<file path="config.mk">
export PLATFORM = sky130hd
export DESIGN_NAME = spi_master
export DESIGN_NICKNAME = d
export VERILOG_FILES = /design/src/rtl/spi_master.sv
export SDC_FILE = /design/constraint.sdc
export NUM_CORES = 1
export LEC_CHECK = 0
export BUFFER_PORTS_ARGS = -buffer_cell sky130_fd_sc_hd__buf_4
export CORE_UTILIZATION = 50
export DETAILED_ROUTE_END_ITERATION = 10
export PLACE_DENSITY = 0.76
export SLEW_MARGIN = 30
export SYNTH_ARGS = -nofsm -noshare
export SYNTH_HDL_FRONTEND = slang
export SYNTH_SLANG_ARGS = --single-unit
</file>
<file path="constraint.sdc">
create_clock -name PCLK -period 5.1 [get_ports PCLK]
set_input_delay 1.02 -clock PCLK [delete_from_list [all_inputs] [get_ports PCLK]]
set_output_delay 1.02 -clock PCLK [all_outputs]
set_load 0.005 [all_outputs]
</file>
<file path="src/rtl/spi_master.sv">
// SPI mode-0 master: one byte per transfer, MSB first, SCK half-period of DIV clocks.
// All outputs come straight from flops.
module spi_master #(
    parameter int DIV = 4
) (
    input  logic       PCLK,
    input  logic       PRESET,
    input  logic       START,
    input  logic [7:0] TX_DATA,
    input  logic       MISO,
    output logic       SCK,
    output logic       SS,
    output logic       MOSI,
    output logic [7:0] RX_DATA,
    output logic       BUSY,
    output logic       DONE
);

    typedef enum logic [2:0] {
        S_IDLE,
        S_SETUP,
        S_SHIFT,
        S_HOLD,
        S_DONE
    } state_t;

    localparam logic [7:0] CNT_MAX = 8'(DIV - 1);

    state_t     state_q;
    logic [7:0] cnt_q;
    logic [3:0] edge_q;
    logic [7:0] tx_q;
    logic [7:0] rx_q;
    logic [7:0] rx_data_q;
    logic       sck_q;
    logic       ss_q;
    logic       mosi_q;
    logic       busy_q;
    logic       done_q;
    logic       half_done;

    assign half_done = (cnt_q == CNT_MAX);

    always_ff @(posedge PCLK) begin
        if (PRESET) begin
            state_q   <= S_IDLE;
            cnt_q     <= 8'd0;
            edge_q    <= 4'd0;
            tx_q      <= 8'd0;
            rx_q      <= 8'd0;
            rx_data_q <= 8'd0;
            sck_q     <= 1'b0;
            ss_q      <= 1'b1;
            mosi_q    <= 1'b0;
            busy_q    <= 1'b0;
            done_q    <= 1'b0;
        end else begin
            done_q <= 1'b0;
            case (state_q)
                S_IDLE: begin
                    if (START) begin
                        state_q <= S_SETUP;
                        tx_q    <= TX_DATA;
                        mosi_q  <= TX_DATA[7];
                        ss_q    <= 1'b0;
                        busy_q  <= 1'b1;
                        cnt_q   <= 8'd0;
                        edge_q  <= 4'd0;
                    end
                end
                S_SETUP: begin
                    if (half_done) begin
                        // First SCK rise: sample MISO on the same clock that raises SCK.
                        cnt_q   <= 8'd0;
                        sck_q   <= 1'b1;
                        rx_q    <= {rx_q[6:0], MISO};
                        edge_q  <= 4'd1;
                        state_q <= S_SHIFT;
                    end else begin
                        cnt_q <= cnt_q + 8'd1;
                    end
                end
                S_SHIFT: begin
                    if (half_done) begin
                        cnt_q <= 8'd0;
                        sck_q <= ~sck_q;
                        if (sck_q) begin
                            // edge_q == 15 marks the eighth falling edge.
                            if (edge_q == 4'd15) begin
                                mosi_q  <= 1'b0;
                                edge_q  <= 4'd0;
                                state_q <= S_HOLD;
                            end else begin
                                mosi_q <= tx_q[6];
                                tx_q   <= {tx_q[6:0], 1'b0};
                                edge_q <= edge_q + 4'd1;
                            end
                        end else begin
                            rx_q   <= {rx_q[6:0], MISO};
                            edge_q <= edge_q + 4'd1;
                        end
                    end else begin
                        cnt_q <= cnt_q + 8'd1;
                    end
                end
                S_HOLD: begin
                    if (half_done) begin
                        cnt_q     <= 8'd0;
                        ss_q      <= 1'b1;
                        done_q    <= 1'b1;
                        rx_data_q <= rx_q;
                        state_q   <= S_DONE;
                    end else begin
                        cnt_q <= cnt_q + 8'd1;
                    end
                end
                S_DONE: begin
                    busy_q  <= 1'b0;
                    state_q <= S_IDLE;
                end
                default: state_q <= S_IDLE;
            endcase
        end
    end

    assign SCK     = sck_q;
    assign SS      = ss_q;
    assign MOSI    = mosi_q;
    assign RX_DATA = rx_data_q;
    assign BUSY    = busy_q;
    assign DONE    = done_q;

endmodule

</file>
==> impl_metrics.csv <==
group,metric,value,unit
logic_synthesis,ys_ff_latch,43,
job,max-cap-violations,0,
pwr,seq_power_share,56.6,%
final_layout,multiInputGateArea,1090,um^2
logic_synthesis,synth-edff-count,0,
logic_synthesis,synth_top_cell_by_area,"dfxtp_1",
grt,globalRouteMet2Util,33.6,%
timing,period_share,45.2,%
route,vias,1707,
route,vias_per_cell,5.97,
timing,max_freq,0.434,GHz
route,routed_wirelength,4.01,mm
logic_synthesis,synth_ff_type,"dfxtp_1",
cts,clk_pin_slew,0.08,ns
cts,clk_latency,0.29,ns
floorplanning,rows,22,
logic_synthesis,synth_cells,223,
floorplanning,die_w,65.6,um
route,drtIter0Drc,181,
setup_path,crit_fanout,14,
setup_path,critPathLaunchType,"register",
cts,cts_buffers,5,
timing,rsz0062_at_grt,"false",
floorplanning,die_y,65.6,um
route,dr.pass1.iters,6,
final_layout,n_antenna_cell,0,
pwr,p_leak,0.923,nW
cts,htreeDepth,2,
floorplanning,floorplan.initialDensity,53.6,%
timing,maxSlewViolCount,0,
final_layout,design_area,2290,um^2
place,gp_congestion,0.857,
floorplanning,ios,25,
setup_path,crit_required,5.32,ns
place,dpl_cell_area,2200,um^2
cts,cts-resized-gates,0,
pwr,internal_power,0.481,mW
route,wl_per_cell,14.0,um
pwr,switching_share,23.7,%
logic_synthesis,synth_area_leaders,"dfxtp_1, mux2i_1, nor2_1, a311oi_1, a21oi_1",
timing,hold_violations,0,
final_layout,nNetsFinal,252,
grt,grt_pass1_wl,6.95,mm
cts,cts_tree,"built",
setup_path,cp_data_arrival_time,2.52,ns
setup_path,cp-end-kind,"register",
cts,cts_sinks,43,
place,port_buffers,24,
floorplanning,dieArea,4300,um^2
timing,slew_headroom,39.7,%
pwr,powerDensity,275,nW/um^2
route,ant_nets,0,
route,drc,0,
grt,grt_max_degree,43,
timing,worstMarginPinSlew,0.904,ns
cts,post_cts_buffers,0,
hold_path,hp-class,"register to register",
grt,grt_util_met1,26.4,%
grt,grt_util_all_layers,20.6,%
timing,period_needed,2.30,ns
logic_synthesis,ys_seq_area_share,42.6,%
setup_path,crit_type,"register to register",
grt,top_usage_layer,"met2",
logic_synthesis,postSynthAreaPerCell,9.06,um^2
timing,skew,0.00484,ns
timing,setup_violations,0,
logic_synthesis,synthesis.nets,237,
logic_synthesis,async_flop_share,0,%
pwr,p_switching,0.149,mW
logic_synthesis,yosys.area.top_type_share,42.6,%
timing,holdWs,0.472,ns
pwr,power_frac_comb,9.8,%
cts,cts_hold_buf,0,
logic_synthesis,ys_types,44,
floorplanning,core_area,3770,um^2
final_layout,regArea,861,um^2
final_layout,area.growth.synth_to_final,13.1,%
grt,grt_pass1_vias,1549,
cts,root_buffer,"clkbuf_8",
pwr,peakVddDrop,0.203,mV
logic_synthesis,yosys_warnings,0,
logic_synthesis,syn-cell-area,2020,um^2
place,dp_hpwl,2.64,mm
grt,grt_overflow,0,
cts,clk_path_buf_depth,2,
grt,antenna_found_initial,0,
timing,tns,0,ns
final_layout,drive_above_1_share,17.6,%
final_layout,fillers,351,
run_status,status,"complete, no violations",
pwr,p_clk_share,33.6,%
grt,grt_use_met3,4.69,%
per-layer routing:
layer  vias to the layer above  share of wire, %
met5                         -                 0
met4                         0               1.4
met3                         6               2.8
met2                        22                46
met1                       819                50
li1                        860                 -
flip-flops by register name (all words and copies together), names as in the netlist:
register,cells
BUSY,1
DONE,1
MOSI,1
RX_DATA,8
SCK,1
SS,1
cnt_q,8
edge_q,4
rx_q,8
state_q,3
tx_q,7
metrics by stage:
stage                     util (%)  setup slack, ns  power (mW)  instances
after floorplan                  -             2.99       0.406        223
after global placement        58.0             2.41       0.423        279
after detailed placement      58.3             2.62       0.425        279
after CTS                     60.6             2.81       0.637        286
after global routing          60.6             2.52       0.662        286
final                         60.6             2.80       0.630        286
final timing paths:
check,slack (ns),depth (start not counted),end,startpoint
worst max-delay path,2.80,5,state_q[0],cnt_q[0]
worst min-delay path,0.47,1,SS,SS
worst max register to register,2.80,5,state_q[0],cnt_q[0]
worst min register to register,0.47,1,SS,SS
cells in the final DEF, fill, tap and decap left out, types with 2 or more instances in the layout:
master / synthesis / layout
or2_2: 3 / 3
dfxtp_1: 43 / 43
and4_1: 2 / 2
clkbuf_8: 0 / 6
o21ai_0: 6 / 6
a21oi_1: 17 / 17
nand2b_1: 3 / 3
nand3_1: 7 / 7
a211oi_1: 3 / 3
a311oi_1: 12 / 12
ha_1: 2 / 2
a21boi_0: 2 / 2
nor2b_1: 2 / 2
nor2_1: 32 / 32
a211o_1: 2 / 2
nand2_1: 9 / 9
or3b_2: 3 / 3
nor3_1: 8 / 8
a22oi_1: 2 / 2
and3_1: 3 / 3
or4_1: 2 / 2
a21o_1: 2 / 2
buf_4: 1 / 25
mux2i_1: 23 / 23
a31oi_1: 2 / 2
cell type report:
| type | count | area share [%] |
|---|---|---|
| multi-input combinational | 163 | 47.7 |
| clock inverter | 1 | 0.219 |
| timing repair buffer | 25 | 8.21 |
| clock buffer | 6 | 3.61 |
| tap | 48 | 2.63 |
| sequential | 43 | 37.7 |
worst max-delay path: stages (launching register included):
cell and delay [ns]:
dfxtp_1 0.39, ha_1 0.24, nor4b_1 0.47, a21oi_1 0.41, or4_1 0.60, a21oi_1 0.12
power groups by stage:
| stage | combinational (mW) | sequential [mW] | clock (mW) |
|---|---|---|---|
| 5_1_grt | 0.0693 | 0.358 | 0.234 |
| 2_1_floorplan | 0.0456 | 0.360 | 0 |
| 3_5_place_dp | 0.0611 | 0.364 | 0 |
| 4_1_cts | 0.0615 | 0.356 | 0.219 |
| 6_report | 0.0614 | 0.356 | 0.212 |
| 3_3_place_gp | 0.0589 | 0.364 | 0 |
logic make-up after synthesis:
group                    after synthesis  share of synthesized area [%]
XOR/XNOR                               1                          0.434
AO/OA/AOI/OAI                         55                           19.1
adder cells (fa/ha/maj)                2                           1.24
buffers and inverters                 17                           4.09
AND/OR/NAND/NOR                       82                           21.1
flip-flops                            43                           42.6
multiplexers                          23                           11.4
synthesized netlist by cell type, types with 3 or more instances:
library cell	instances
dfxtp_1	43
nor2_1	32
mux2i_1	23
a21oi_1	17
a311oi_1	12
nand2_1	9
clkbuf_1	8
nor3_1	8
nand3_1	7
buf_2	6
o21ai_0	6
a211oi_1	3
and3_1	3
nand2b_1	3
or2_2	3
or3b_2	3
Power figures use the tool's default switching activity.
